===== src/rtl/jk_ubus_slave_mem_if.sv =====
// Bus-side signals of the UBUS slave memory, grouped so master and slave
// can be connected through modports.
interface jk_ubus_slave_mem_if;
  logic [15:0] addr;
  logic [1:0]  size;
  logic        read;
  logic        write;
  logic        bip;
  logic [7:0]  data_in;
  logic [7:0]  data_out;
  logic        data_oe;
  logic        wait_state;
  logic        error;
  logic        proto_err;

  modport master (
    output addr, size, read, write, bip, data_in,
    input  data_out, data_oe, wait_state, error, proto_err
  );

  modport slave (
    input  addr, size, read, write, bip, data_in,
    output data_out, data_oe, wait_state, error, proto_err
  );
endinterface


===== src/rtl/jk_ubus_slave_mem.sv =====
// 256-byte UBUS slave memory with programmable wait states, burst support,
// an error response outside the decoded window and a sticky protocol flag.
module jk_ubus_slave_mem #(
  parameter logic [15:0] BASE_ADDR   = 16'h0000,
  parameter int unsigned WAIT_CYCLES = 0
) (
  input logic                clk,
  input logic                reset,
  jk_ubus_slave_mem_if.slave bus
);
  typedef enum logic [1:0] {IDLE, DATA, ERR} state_e;

  localparam logic [1:0] WAIT_INIT = 2'(WAIT_CYCLES);

  state_e      state_q, state_d;
  logic [7:0]  ptr_q, ptr_d;
  logic [3:0]  beats_q, beats_d;
  logic [1:0]  wait_q, wait_d;
  logic        dir_q, dir_d;
  logic        proto_q, proto_d;
  logic [7:0]  mem_q [256];
  logic [7:0]  mem_d [256];

  logic [7:0]  data_out;
  logic        data_oe;
  logic        wait_state;
  logic        error;

  always_ff @(posedge clk or negedge reset) begin
    if (!reset) begin
      state_q <= IDLE;
      ptr_q   <= 8'h00;
      beats_q <= 4'd0;
      wait_q  <= 2'd0;
      dir_q   <= 1'b0;
      proto_q <= 1'b0;
      for (int i = 0; i < 256; i++) mem_q[i] <= 8'h00;
    end else begin
      state_q <= state_d;
      ptr_q   <= ptr_d;
      beats_q <= beats_d;
      wait_q  <= wait_d;
      dir_q   <= dir_d;
      proto_q <= proto_d;
      mem_q   <= mem_d;
    end
  end

  always_comb begin
    state_d    = state_q;
    ptr_d      = ptr_q;
    beats_d    = beats_q;
    wait_d     = wait_q;
    dir_d      = dir_q;
    proto_d    = proto_q;
    mem_d      = mem_q;
    data_out   = 8'h00;
    data_oe    = 1'b0;
    wait_state = 1'b0;
    error      = 1'b0;

    case (state_q)
      IDLE: begin
        if (bus.read && bus.write) begin
          proto_d = 1'b1;
        end else if (bus.read || bus.write) begin
          ptr_d   = bus.addr[7:0];
          beats_d = 4'd1 << bus.size;
          dir_d   = bus.write;
          wait_d  = WAIT_INIT;
          state_d = (bus.addr[15:8] == BASE_ADDR[15:8]) ? DATA : ERR;
        end
      end

      DATA, ERR: begin
        if (bus.read || bus.write) proto_d = 1'b1;
        // Waits only apply inside the window; ERR answers every cycle.
        if (state_q == DATA && wait_q != 2'd0) begin
          wait_state = 1'b1;
          wait_d     = wait_q - 2'd1;
        end else begin
          error = (state_q == ERR);
          if (dir_q) begin
            if (state_q == DATA) mem_d[ptr_q] = bus.data_in;
          end else begin
            data_oe  = 1'b1;
            data_out = (state_q == DATA) ? mem_q[ptr_q] : 8'h00;
          end
          if (bus.bip != (beats_q > 4'd1)) proto_d = 1'b1;
          ptr_d   = ptr_q + 8'd1;
          beats_d = beats_q - 4'd1;
          wait_d  = WAIT_INIT;
          if (beats_q == 4'd1) state_d = IDLE;
        end
      end

      default: state_d = IDLE;
    endcase
  end

  assign bus.data_out   = data_out;
  assign bus.data_oe    = data_oe;
  assign bus.wait_state = wait_state;
  assign bus.error      = error;
  assign bus.proto_err  = proto_q;
endmodule

===== src/flat_wrapper.sv =====
// flat-port wrapper written by rule: the top's interface ports become plain ports
module jk_ubus_slave_mem_flat 
#(
  parameter logic [15:0] BASE_ADDR   = 16'h0000,
  parameter int unsigned WAIT_CYCLES = 0
)
  (clk, reset, bus_addr, bus_size, bus_read, bus_write, bus_bip, bus_data_in, bus_data_out, bus_data_oe, bus_wait_state, bus_error, bus_proto_err);
  jk_ubus_slave_mem_if bus_i ();
  input logic clk;
  input logic reset;
  input wire logic [$bits(bus_i.addr)-1:0] bus_addr;
  input wire logic [$bits(bus_i.size)-1:0] bus_size;
  input wire logic [$bits(bus_i.read)-1:0] bus_read;
  input wire logic [$bits(bus_i.write)-1:0] bus_write;
  input wire logic [$bits(bus_i.bip)-1:0] bus_bip;
  input wire logic [$bits(bus_i.data_in)-1:0] bus_data_in;
  output wire logic [$bits(bus_i.data_out)-1:0] bus_data_out;
  output wire logic [$bits(bus_i.data_oe)-1:0] bus_data_oe;
  output wire logic [$bits(bus_i.wait_state)-1:0] bus_wait_state;
  output wire logic [$bits(bus_i.error)-1:0] bus_error;
  output wire logic [$bits(bus_i.proto_err)-1:0] bus_proto_err;
  assign bus_i.addr = bus_addr;
  assign bus_i.size = bus_size;
  assign bus_i.read = bus_read;
  assign bus_i.write = bus_write;
  assign bus_i.bip = bus_bip;
  assign bus_i.data_in = bus_data_in;
  assign bus_data_out = bus_i.data_out;
  assign bus_data_oe = bus_i.data_oe;
  assign bus_wait_state = bus_i.wait_state;
  assign bus_error = bus_i.error;
  assign bus_proto_err = bus_i.proto_err;
  jk_ubus_slave_mem #(.BASE_ADDR(BASE_ADDR), .WAIT_CYCLES(WAIT_CYCLES)) u_core (.clk(clk), .reset(reset), .bus(bus_i));
endmodule

===== config.mk =====
export PLATFORM = sky130hd
export DESIGN_NAME = jk_ubus_slave_mem_flat
export DESIGN_NICKNAME = d
export VERILOG_FILES = /design/src/rtl/jk_ubus_slave_mem_if.sv /design/src/rtl/jk_ubus_slave_mem.sv /design/src/flat_wrapper.sv
export SDC_FILE = /design/constraint.sdc
export NUM_CORES = 2
export LEC_CHECK = 0
export CORE_ASPECT_RATIO = 0.5
export CORE_UTILIZATION = 36
export CTS_BUF_LIST = sky130_fd_sc_hd__clkbuf_8 sky130_fd_sc_hd__clkbuf_16
export CTS_CLUSTER_SIZE = 10
export DETAILED_ROUTE_END_ITERATION = 16
export PLACE_DENSITY = 0.49
export SLEW_MARGIN = 0
export SYNTH_ARGS = -nofsm -noshare
export SYNTH_HDL_FRONTEND = slang
export SYNTH_SLANG_ARGS = --single-unit

===== constraint.sdc =====
create_clock -name clk -period 6.8 [get_ports clk]
set_input_delay 1.36 -clock clk [delete_from_list [all_inputs] [get_ports clk]]
set_output_delay 1.36 -clock clk [all_outputs]
set_load 0.01 [all_outputs]

==> impl_metrics.ini <==
[run_status]
status = finished clean

[placed_design]
port_buffers = 42
gp_congestion = 0.840
place_hpwl_mm = 190
pre_cts_ws_ns = 0.399
placed_area_um2 = 98900

[logic_synthesis]
yosysUniqueCellTypes = 49
synthFlopType = dfrtp_1
yosysWarnings = 0
synth_edf_count = 0
synth_common_cells = 2105 x mux2_2, 2066 x dfrtp_1, 438 x mux4_2, 327 x clkbuf_1, 281 x nand2_1
syn_area_um2 = 94200
seq_area_frac_synth_pct = 54.9
synth_fp_nets = 6311
synth_top_area_share_pct = 54.9
synthArstFlopShare_pct = 100
synth_seq_cells = 2066
synth_cells = 6269
synth_most_common_cell = mux2_2
yosysTopAreaCell = dfrtp_1
syn_area_per_cell_um2 = 15.0
synth.area.top_cells = dfrtp_1 55%, mux2_2 25%, mux4_2 10%, clkbuf_1 1.3%, nand2_1 1.1%

[clock_tree]
root_buffer = clkbuf_16
clk_pin_slew_ns = 0.06
cts_tree = built
clkLatencyLatePin_ns = 0.90
numCtsBuffers = 234
clock_sinks = 2066
cts_max_path_buffers = 4
htreeDepth = 4
hold_buffers = 0

[timing]
worstMarginPinSlew_ns = 1.27
finalCritPeriodShare_pct = 98.7
hold_viol_final = 0
timing.final.ws_setup_ns = 0.0917
report.final.setup_viol = 0
fmax_ghz = 0.149
period_needed_ns = 6.71
finClkSkew_ns = 0.0793
maxSlewHeadroom_pct = 15.4
fin_tns_setup_ns = 0
rsz0062_at_grt = no
drv_slew = 0

[global_route]
grt_usage_pct = 22.0
grt_start_max_net_pins = 186
grt_pass1_vias = 59000
grt_pass1_wl_mm = 429
antenna_found_initial = 29
grt.overflow.total = 0

[layout]
final_util_pct = 40.5
fillCellCount = 23700
nNetsFinal = 6304
regArea_um2 = 51700
multiInputGateArea_um2 = 40600
design_area_um2 = 105000
area_growth_pct = 11.7
drive_gt1_share_pct = 48.5

[power_and_ir_drop]
p_clk_share_pct = 32.0
p_leak_nw = 44.4
switching_share_pct = 33.8
pwr-share-seq_pct = 38.3
intPower_mw = 22.7
p_comb_share_pct = 29.7
peakVddDrop_uv = 265
powerDensity_nw_per_um2 = 327
switchingPower_mw = 11.6

[critical_path]
cp_top_family = simple AND/OR/NAND/NOR gates
reg2reg_from = u_core.ptr_q[6]
path_class = register to output pin
r2r_slack_ns = 2.37
critPathRequiredTime_ns = 5.44
crit_start = u_core.ptr_q[0]
cp-end-kind = output pin
worstPathCellList = buf_4, buf_12, mux4_2, a22oi_1, nand4_1, nor2_1, o22ai_1, or4_1, clkdlybuf4s50_1
worst_r2r_endpoint = u_core.mem_q[40]
cp.arrival_ns = 5.35
cp_num_buf_inv = 3
path_max_fanout = 39
crit_slowest_cell = a22oi_1
endpoint = bus_data_out[0]
startpoint_type = register
r2r_cells = 5
path_depth = 9
cpPeakStageDelay_ns = 0.65

[detailed_routing]
antenna_left = 0
first_pass_iters = 6
routed_wl_mm = 292
drc = 0
post_drt_wl_per_cell_um = 29.9
via_count = 55600
drt_iter0_drc = 4180
via_per_inst = 5.70

[die]
core_area_um2 = 259000
start_util_pct = 36.3
num_rows = 132
io_pins = 43
die_y_um = 364
die_w_um = 725
die_area_um2 = 264000

[job]
maxCapViolations = 0

[hold_path]
hp-class = input port to async pin
## cell type report
cell class	count	area share, %
Sequential cell	2066	49.2
Inverter	14	0.0500
Clock buffer	240	5.69
Tap cell	3484	4.15
Timing Repair Buffer	229	2.23
Antenna cell	2	0.00476
Multi-Input combinational cell	3717	38.6
Clock inverter	13	0.0714
## power by group through the flow
stage / Clock, mW / Sequential [mW] / Combinational [mW]
after floorplan: 0 / 13.2 / 5.95
after global placement: 0 / 13.4 / 9.99
after detailed placement: 0 / 13.5 / 10.0
after CTS: 11.3 / 13.1 / 10.3
after global routing: 11.8 / 13.2 / 10.7
final: 11.0 / 13.1 / 10.2
## cell usage in the layout, fill, tap and decap left out, types with 15 or more instances in the layout
master,synthesis,layout
a21oi_1,129,129
a221oi_1,18,18
a22oi_1,115,115
and3_1,44,44
buf_12,0,37
buf_4,8,150
clkbuf_16,0,238
clkdlybuf4s50_1,0,33
dfrtp_1,2066,2061
inv_1,14,23
mux2_2,2105,2105
mux2i_1,103,103
mux4_2,438,438
nand2_1,281,280
nand3_1,45,45
nand4_1,68,68
nor2_1,120,114
nor3_1,26,15
nor3_2,9,19
o21ai_0,78,78
## worst min path at each step
| stage | start | to | slack, ns | cells past startpoint |
|---|---|---|---|---|
| after floorplan | u_core.mem_q[1184] | u_core.mem_q[1184] | 0.47 | 1 |
| after global placement | u_core.bus.proto_err | u_core.bus.proto_err | 0.45 | 1 |
| after detailed placement | u_core.bus.proto_err | u_core.bus.proto_err | 0.46 | 1 |
| after CTS | reset | u_core.mem_q[370] | 0.38 | 1 |
| after global routing | reset | u_core.mem_q[378] | 0.39 | 1 |
| final | reset | u_core.mem_q[370] | 0.40 | 1 |
## state kept, by name, summed over array words and instances (netlist names)
signal	flops
u_core.beats_q	4
u_core.state_q	2
u_core.mem_q	2048
u_core.dir_q	1
u_core.ptr_q	8
u_core.wait_q	2
u_core.bus.proto_err	1
## through the flow
stage	power [mW]	hold WS (ns)	std cells
2_1_floorplan	19.1	0.474	6269
3_3_place_gp	23.4	0.445	9501
3_5_place_dp	23.5	0.455	9501
4_1_cts	34.7	0.375	9763
5_1_grt	35.7	0.387	9763
6_report	34.3	0.395	9765
## metal layers
| layer | wire length [µm] | vias to the layer above | global-route usage, % |
|---|---|---|---|
| met1 | 136000 | 30700 | 31.9 |
| li1 | - | 23200 | - |
| met4 | 7400 | 10 | 5.42 |
| met3 | 15500 | 413 | 3.99 |
| met2 | 133000 | 1301 | 34.2 |
| met5 | 69 | - | 0 |
## cells by family (layout without fill, tap and decap cells)
kind of cell             Yosys count  after routing  synth area share, %
multiplexers                    2646           2646                 36.7
flip-flops                      2066           2066                 54.9
AND/OR/NAND/NOR                  648            648                 3.22
buffers and inverters            486            496                 2.16
AO/OA/AOI/OAI                    410            410                 2.81
adder cells (fa/ha/maj)           11             11                0.146
XOR/XNOR                           2              2               0.0186
other                              0              2                    0
## what timing repair did
item | 4_1_cts | 5_1_grt
resized for setup | 7 | 5
buffers inserted | 9 | 0
endpoints found under the setup margin | 8 | 5
Note: power is estimated with default switching activity, not from simulation.
